### src/rtl/btb_assoc.sv
// Set-associative branch target buffer with saturating direction counters and
// ID/EX prediction tracking. Optional statistics counters: define BTB_STATS_EN.
module btb_assoc #(
  parameter int unsigned INDEX_BITS = 4,
  parameter int unsigned WAYS       = 2,
  parameter int unsigned CNT_BITS   = 2
) (
  input  logic        clk,
  input  logic        rst,
  input  logic [31:0] PC_IF,
  output logic        found_IF,
  output logic [31:0] NPC_predicted_IF,
  input  logic        stall,
  input  logic        flush,
  input  logic        valid_EX,
  input  logic [31:0] PC_EX,
  input  logic [2:0]  branch_EX,
  input  logic        br_EX,
  input  logic [31:0] branch_target_EX,
  output logic        fail,
  output logic [31:0] NPC_correct_EX,
  output logic [31:0] lookups_o,
  output logic [31:0] hits_o,
  output logic [31:0] mispred_o
);

  localparam int unsigned SETS     = 1 << INDEX_BITS;
  localparam int unsigned WAY_BITS = (WAYS > 1) ? $clog2(WAYS) : 1;
  localparam int unsigned TAG_BITS = 30 - INDEX_BITS;
  localparam logic [CNT_BITS-1:0] CNT_INIT = CNT_BITS'(1 << (CNT_BITS - 1));
  localparam logic [2:0] NOBRANCH = 3'd0;

  typedef struct packed {
    logic                hit;
    logic [WAY_BITS-1:0] way;
    logic                taken;
    logic [31:0]         target;
  } pred_t;

  logic [WAYS-1:0]     valid_q  [SETS];
  logic [TAG_BITS-1:0] tag_q    [SETS][WAYS];
  logic [31:0]         target_q [SETS][WAYS];
  logic [CNT_BITS-1:0] cnt_q    [SETS][WAYS];
  logic [WAY_BITS-1:0] victim_q [SETS];

  logic [INDEX_BITS-1:0] idx_if;
  logic [TAG_BITS-1:0]   tag_if;
  logic                  hit_if;
  logic [WAY_BITS-1:0]   way_if;
  logic                  taken_if;
  pred_t                 if_rec;
  pred_t                 id_q;
  pred_t                 ex_q;

  logic [INDEX_BITS-1:0] idx_ex;
  logic [TAG_BITS-1:0]   tag_ex;
  logic                  is_branch;
  logic                  update_en;
  logic                  have_free;
  logic [WAY_BITS-1:0]   free_way;
  logic [WAY_BITS-1:0]   alloc_way;
  logic [WAY_BITS-1:0]   victim_next;
  logic                  unused_pc_lsbs;

  assign unused_pc_lsbs = ^{PC_IF[1:0], PC_EX[1:0]};

  assign idx_if = PC_IF[INDEX_BITS+1:2];
  assign tag_if = PC_IF[31:INDEX_BITS+2];

  // Lowest matching way wins should a tag ever be present twice in a set.
  always_comb begin
    hit_if = 1'b0;
    way_if = '0;
    for (int unsigned w = 0; w < WAYS; w++) begin
      if (!hit_if && valid_q[idx_if][w] && (tag_q[idx_if][w] == tag_if)) begin
        hit_if = 1'b1;
        way_if = WAY_BITS'(w);
      end
    end
  end

  assign taken_if         = hit_if && cnt_q[idx_if][way_if][CNT_BITS-1];
  assign found_IF         = hit_if;
  assign NPC_predicted_IF = taken_if ? target_q[idx_if][way_if] : PC_IF + 32'd4;

  always_comb begin
    if_rec        = '0;
    if_rec.hit    = hit_if;
    if_rec.way    = way_if;
    if_rec.taken  = taken_if;
    if_rec.target = target_q[idx_if][way_if];
  end

  // Stall freezes both trackers and outranks flush.
  always_ff @(posedge clk) begin
    if (rst) begin
      id_q <= '0;
      ex_q <= '0;
    end else if (!stall) begin
      ex_q <= flush ? '0 : id_q;
      id_q <= if_rec;
    end
  end

  assign is_branch = (branch_EX != NOBRANCH);

  always_comb begin
    fail = 1'b0;
    if (valid_EX) begin
      if (is_branch)
        fail = (br_EX != ex_q.taken) ||
               (br_EX && ex_q.taken && (ex_q.target != branch_target_EX));
      else
        fail = ex_q.taken;
    end
  end

  assign NPC_correct_EX = br_EX ? branch_target_EX : PC_EX + 32'd4;

  assign idx_ex    = PC_EX[INDEX_BITS+1:2];
  assign tag_ex    = PC_EX[31:INDEX_BITS+2];
  assign update_en = valid_EX && !stall;

  always_comb begin
    have_free = 1'b0;
    free_way  = '0;
    for (int unsigned w = 0; w < WAYS; w++) begin
      if (!have_free && !valid_q[idx_ex][w]) begin
        have_free = 1'b1;
        free_way  = WAY_BITS'(w);
      end
    end
  end

  assign alloc_way   = have_free ? free_way : victim_q[idx_ex];
  assign victim_next = (WAYS == 1) ? '0 : victim_q[idx_ex] + WAY_BITS'(1);

  // Tags and targets are left untouched by reset; a cleared valid bit masks them.
  always_ff @(posedge clk) begin
    if (rst) begin
      for (int unsigned s = 0; s < SETS; s++) begin
        valid_q[s]  <= '0;
        victim_q[s] <= '0;
        for (int unsigned w = 0; w < WAYS; w++)
          cnt_q[s][w] <= '0;
      end
    end else if (update_en) begin
      if (ex_q.hit) begin
        if (is_branch) begin
          if (br_EX) begin
            if (cnt_q[idx_ex][ex_q.way] != '1)
              cnt_q[idx_ex][ex_q.way] <= cnt_q[idx_ex][ex_q.way] + CNT_BITS'(1);
            target_q[idx_ex][ex_q.way] <= branch_target_EX;
          end else if (cnt_q[idx_ex][ex_q.way] != '0) begin
            cnt_q[idx_ex][ex_q.way] <= cnt_q[idx_ex][ex_q.way] - CNT_BITS'(1);
          end
        end else begin
          valid_q[idx_ex][ex_q.way] <= 1'b0;
        end
      end else if (br_EX) begin
        valid_q[idx_ex][alloc_way]  <= 1'b1;
        tag_q[idx_ex][alloc_way]    <= tag_ex;
        target_q[idx_ex][alloc_way] <= branch_target_EX;
        cnt_q[idx_ex][alloc_way]    <= CNT_INIT;
        if (!have_free)
          victim_q[idx_ex] <= victim_next;
      end
    end
  end

`ifdef BTB_STATS_EN
  logic [31:0] lookups_q;
  logic [31:0] hits_q;
  logic [31:0] mispred_q;

  always_ff @(posedge clk) begin
    if (rst) begin
      lookups_q <= '0;
      hits_q    <= '0;
      mispred_q <= '0;
    end else begin
      if (!stall)
        lookups_q <= lookups_q + 32'd1;
      if (!stall && found_IF)
        hits_q <= hits_q + 32'd1;
      if (fail)
        mispred_q <= mispred_q + 32'd1;
    end
  end

  assign lookups_o = lookups_q;
  assign hits_o    = hits_q;
  assign mispred_o = mispred_q;
`else
  assign lookups_o = '0;
  assign hits_o    = '0;
  assign mispred_o = '0;
`endif

endmodule

### config.mk
export PLATFORM = sky130hd
export DESIGN_NAME = btb_assoc
export DESIGN_NICKNAME = d
export VERILOG_FILES = /design/src/rtl/btb_assoc.sv
export SDC_FILE = /design/constraint.sdc
export NUM_CORES = 2
export LEC_CHECK = 0
export ABC_AREA = 1
export BUFFER_PORTS_ARGS = -buffer_cell sky130_fd_sc_hd__buf_2
export CAP_MARGIN = 40
export CORE_MARGIN = 2
export CORE_UTILIZATION = 33
export CTS_CLUSTER_SIZE = 40
export DETAILED_ROUTE_END_ITERATION = 8
export GPL_TIMING_DRIVEN = 0
export PLACE_DENSITY = 0.54
export SYNTH_ARGS = -nofsm -noshare
export SYNTH_HDL_FRONTEND = slang
export SYNTH_SLANG_ARGS = --single-unit
### constraint.sdc
create_clock -name clk -period 5.9 [get_ports clk]
set_clock_uncertainty 0.1 [all_clocks]
set_input_delay 0.59 -clock clk [delete_from_list [all_inputs] [get_ports clk]]
set_output_delay 0.59 -clock clk [all_outputs]
set_load 0.1 [all_outputs]
## After elaboration in Yosys (flattened, before gate mapping)

Memory sizes are Yosys's and may differ from the RTL's.
Index checks and enable logic that the tools add are counted.

| storage, ports and cells | value |
|---|---|
| ROM bits | 0 |
| flip-flop bits (word level) | 70 |
| RAM bits | 1968 |
| word-level logic and storage cells | 288 |
| memories kept | 5 |
| latch bits | 0 |
| output and inout bits | 162 |

Memory list:

| memory | words | bits a word | read ports | clocked after Yosys merged registers in | wr ports | line | source |
|---|---|---|---|---|---|---|---|
| target_q | 16 | 64 | 1 | 0 | 1 | 42 | `logic [31:0] target_q [SETS][WAYS];` |
| tag_q | 16 | 52 | 1 | 0 | 1 | 41 | `logic [TAG_BITS-1:0] tag_q [SETS][WAYS];` |
| cnt_q | 16 | 4 | 2 | 0 | 16 | 43 | `logic [CNT_BITS-1:0] cnt_q [SETS][WAYS];` |
| valid_q | 16 | 2 | 2 | 0 | 16 | 40 | `logic [WAYS-1:0] valid_q [SETS];` |
| victim_q | 16 | 1 | 1 | 0 | 16 | 44 | `logic [WAY_BITS-1:0] victim_q [SETS];` |

| operators by class | value |
|---|---|
| divide/modulo/power cells | 0 |
| equal/unequal tests | 5 |
| $add $sub $neg | 5 |
| reduce and logical (&&, ||, !) cells | 21 |
| multiplexer cells | 158 |
| magnitude comparators | 9 |
| multiply operators | 0 |
| bitwise gates (word level) | 77 |
| shift operators | 0 |

Operators with widths:

| operator | number |
|---|---|
| 32-bit 2-to-1 mux | 7 |
| 64-bit 2-to-1 mux | 2 |
| 1-bit 2-to-1 mux | 119 |
| 1-bit OR | 74 |
| 32-bit by 3-bit adder with 32-bit output, second input constant | 2 |
| 32-bit demux with 1-bit select | 2 |
| 26-bit == test | 2 |
| 52-bit 2-to-1 mux | 1 |
| 35-bit 2-to-1 mux | 1 |
| 4-bit 2-to-1 mux | 8 |
| 32-bit inequality test | 1 |
| 26-bit demux with 1-bit select | 1 |
| 26-bit 2-to-1 mux | 1 |
| 2-bit 2-to-1 mux | 12 |
| 1-bit logical AND | 12 |
| 2-bit >= comparator, second input constant | 3 |
| 1-bit NOT with 2-bit output | 3 |
| 2-bit demux with 1-bit select | 2 |
| 1-bit by 2-bit less-than comparator with 1-bit output, second input constant | 2 |
| 2-bit by 1-bit less-than comparator with 1-bit output, second input constant | 2 |
| 4-bit OR reduction | 1 |
| 1-bit zero test | 3 |
| 3-bit nonzero test | 1 |
| 2-bit by 1-bit adder with 2-bit output, second input constant | 1 |
| other kinds (10) | 12 |

## Depth between registers and ports, before layout

| depth | value |
|---|---|
| word-level depth | 16 |
| depth in mapped cells | 25 |

## Worst setup path before layout

OpenSTA, ideal clock, no wires.

| path | value |
|---|---|
| kind | in2out |
| from | input port PC_EX[2] |
| to | output port NPC_correct_EX[5] |
| data arrival time | 4310 ps |
| cell stages on the path | 5 |
| required time | 5210 ps |
| slack | 900 ps |
| cells stage by stage | buf_2 -> buf_4 -> clkbuf_1 -> a21oi_1 -> o41ai_1 |

| on the way | value |
|---|---|
| longest elaborated chain between the ends | 2 |

Ends and longest elaborated chain:

| item | line | source |
|---|---|---|
| from (decl) | 16 | `input logic [31:0] PC_EX,` |
| 32-bit by 3-bit adder with 32-bit output | 118 | `assign NPC_correct_EX = br_EX ? branch_target_EX : PC_EX + 32'd4;` |
| 32-bit 2-to-1 mux | 118 |  |
| to (decl) | 21 | `output logic [31:0] NPC_correct_EX,` |

Every way passes these cells.

## Worst setup path in the final report

| path | value |
|---|---|
| from | input port PC_IF[3] |
| to | output port NPC_predicted_IF[17] |

| on the way | value |
|---|---|
| longest elaborated chain between the ends | 14 |
| elaborated cells between the ends (all ways) | 23 |
| those cells by class | add/sub (1); eq/ne (2); mux (10); bitwise (1); reduce/logical (5); memory (4) |

Ends and longest elaborated chain:

| item | line | source |
|---|---|---|
| from (decl) | 10 | `input logic [31:0] PC_IF,` |
| memory read 16 x 52 bit | -- |  |
| 26-bit == test | 75 | `if (!hit_if && valid_q[idx_if][w] && (tag_q[idx_if][w] == tag_if)) begin` |
| 1-bit logical AND | 75 |  |
| 1-bit 2-to-1 mux | 75 |  |
| 1-bit zero test | 75 |  |
| 1-bit logical AND (2 in a row) | 75 |  |
| 1-bit 2-to-1 mux | 75 |  |
| 1-bit NOT with 2-bit output (not written as such) | 82, 84 |  |
| 2-bit 2-to-1 mux (not written as such) (3 in a row) | 82 | `assign taken_if = hit_if && cnt_q[idx_if][way_if][CNT_BITS-1];` |
| 1-bit logical AND | 82 |  |
| 32-bit 2-to-1 mux (*) | 84 | `assign NPC_predicted_IF = taken_if ? target_q[idx_if][way_if] : PC_IF + 32'd4;` |
| to (decl) | 12 | `output logic [31:0] NPC_predicted_IF,` |

Mark *: on every way between the ends. The rest lies on a longest branch, timed or not. The select of a mux whose other input is x is not followed.

==> impl_metrics.ini <==
[outcome]
outcome = complete, but fails checks
violations = setup timing

[floorplan]
core-area_mm2 = 0.266
ios = 267
die_y_um = 521
fp-row-count = 189
fp.dieW_um = 521
dieArea_mm2 = 0.272
initial_utilization_pct = 33.2

[clock_tree]
clk_pin_slew_worst_paths_ns = 0.06
cts-root-buf = clkbuf_16
tritoncts = yes
cts_buffers = 211
clk_latency_ns = 0.89
cts_max_level = 4
cts_sinks = 2038
cts_max_path_buffers = 3

[layout]
fin_util_pct = 39.6
final_layout_size_suffix_gt1_share_pct = 11.9
stdcell_area_mm2 = 0.105
stdcell_count = 12600
area_growth_pct = 19.1
fin_nets = 8998

[synthesis]
synthTopCellsByCount = edfxtp_1 (1,968), nand2_1 (1,802), nor2_1 (1,172)
ys_async_sr_fraction_pct = 0
yosysTopAreaCellShare_pct = 66.9
ys_ff_latch = 2038
synthTopCellsByArea = edfxtp_1 (67%), nand2_1 (7.7%), nor2_1 (5.0%)
synth_area_mm2 = 0.0883
synth-edff-count = 1968
seq_area_frac_synth_pct = 68.5
synth.avg_cell_area_um2 = 10.7
synth_cells = 8232
yosys.area.top_type = edfxtp_1
yosys.cell_types.count = 52
yosysMostFrequentCell = edfxtp_1
yosysWarnings = 0
ys.flop_type = edfxtp_1

[worst_setup_path]
rr_endpoint = target_q[3][8]
r2r-start = valid_q[1][1]
r2r_slack_ns = 1.96
worstSetupStartpointType = primary input
crit_type = primary input to output pin
path_max_fanout = 10
reg2reg_depth = 14
worstPathArrival_ns = 5.38
worst_setup_path_end_kind = output pin
cp.required_ns = 5.21

[sta]
worst_pin_slew_ns = 1.02
rsz0062_at_grt = true
maxSlewViolCount = 0
post-route-period-util_pct = 103
finalHoldViolCount = 0
layout_setup_ws_ns = -0.169
setup_viol_count_final = 15
clock.fmax_ghz = 0.165
slew_headroom_pct = 32.2
period_needed_ns = 6.07

[detailed_routing]
wl_per_cell_um = 29.6
routed_wl_um = 373000
postRouteAntennaNets = 0
first_pass_iters = 6
drt_iter0_drc = 9474
post-route-drc-count = 0
viasPerCell = 5.40
vias = 68100

[hold_path]
hp-start = branch_target_EX[13]
holdPathStages = 1
hold_class = primary input to flop
hold_path_end = target_q[10][45]

[placed_design]
dpl_cell_area_mm2 = 0.0978
io_buffers = 166
dp.cells = 12200
hpwl_um = 273000
place.gp.congestion = 1.02

[pwr]
leakagePower_nw = 39.1
peakVddDrop_mv = 0.341
power_density_mw_per_mm2 = 314
power.total_mw = 33.0

[global_route]
grt_overflow_total = 0
grt_max_degree = 38
antenna_found_initial = 30
track_usage_pct = 26.7
grt_pass1_wl_um = 504000
grt_pass1_vias = 62700

[run]
cap_viol_max_count = 0
cell type report:
cell class,instances,area (um^2)
Antenna cell,23,57.6
Clock inverter,132,1360
Buffer,576,3050
Tap cell,3533,4420
Inverter,602,2260
Multi-Input combinational cell,5108,23500
Timing Repair Buffer,348,4500
Sequential cell,2038,60500
Clock buffer,254,5480
Fill cell,25700,161000
stage by stage:
stage / TNS, ns / hold slack [ns] / worst slack (ns)
final: -0.773 / 0.0630 / -0.169
after detailed placement: -20.71 / 0.387 / -0.818
after floorplan: 0 / 0.353 / 0.900
after global routing: -0.0299 / 0.0375 / -0.0126
after CTS: 0 / 0.0181 / 0.00184
after global placement: -2640.97 / 0.379 / -2.36
logic make-up (layout without fill, tap and decap cells):
logic type | after synthesis | in the layout | share of synthesized area, %
AOI/OAI and AO/OA | 1259 | 1259 | 8.01
xor gates and xnor gates | 71 | 71 | 0.704
adders and majority gates | 8 | 8 | 0.113
buffers and inverters | 1181 | 1912 | 5.90
DFF | 2038 | 2038 | 68.5
other | 1 | 119 | 0.00425
and+or+nand+nor | 3674 | 3674 | 16.8
report_power, final:
group,total (mW),internal (mW),switching [mW]
clock,13.5,7.51,5.95
combinational,3.62,0.765,2.85
sequential,16.0,15.9,0.0419
total,33.0,24.2,8.84
flip-flops by register name, indices dropped and copies added, names as in the netlist:
name	cells
ex_q	35
valid_q	32
tag_q	832
id_q	35
cnt_q	64
target_q	1024
victim_q	16
worst max-delay path by stage:
| stage | startpoint | to | slack [ns] | cells past startpoint |
|---|---|---|---|---|
| finish | PC_IF[3] | NPC_predicted_IF[17] | -0.17 | 18 |
| global route | PC_IF[3] | NPC_predicted_IF[22] | -0.01 | 23 |
| CTS | PC_IF[2] | NPC_predicted_IF[26] | 0.002 | 26 |
| detailed placement | PC_IF[2] | NPC_predicted_IF[21] | -0.82 | 18 |
| global placement | PC_EX[2] | tag_q[0][44] | -2.36 | 12 |
| floorplan | PC_EX[2] | NPC_correct_EX[5] | 0.90 | 5 |
placed cells by master, fill, tap and decap left out, drive strengths merged, types with 25 or more instances in the layout:
master,instances
a21oi,92
buf,638
clkbuf,530
clkinv,115
conb,96
dfxtp,70
edfxtp,1968
inv,589
nand2,1807
nand3,622
nand4,25
nor2,1176
o211ai,43
o21ai,829
o221ai,96
o22ai,170
xnor2,30
xor2,41
critical path, cell delays in order:
cell and delay, ns:
buf_2 0.22, buf_4 0.26, inv_4 0.13, buf_6 0.14
buf_4 0.23, buf_4 0.36, buf_6 0.27, buf_2 0.40
clkbuf_1 0.46, o21ai_0 0.26, o221ai_1 0.26, nand3_1 0.38
nand3_1 0.30, nand3_1 0.15, nand2_1 0.19, nand2_1 0.08
nand2_1 0.26, buf_4 0.36
repair_timing:
action	4_1_cts	5_1_grt
buffers inserted	3	0
hold endpoints to repair	50	0
resized for setup	90	44
cloned	0	0
hold buffers	10	0
pin swaps	1	0
setup endpoints to repair	33	32
routing by layer:
metal / track usage [%] / wire length, um / vias up / share of wire (%)
met3: 4.38 / 34600 / 692 / 9.3
met5: 0 / 82 / - / 0.022
met4: 15.0 / 23500 / 12 / 6.3
met1: 35.8 / 149000 / 33800 / 40
li1: - / - / 29500 / -
met2: 41.1 / 167000 / 4011 / 45
No activity file was read; power rests on OpenSTA's default activity.
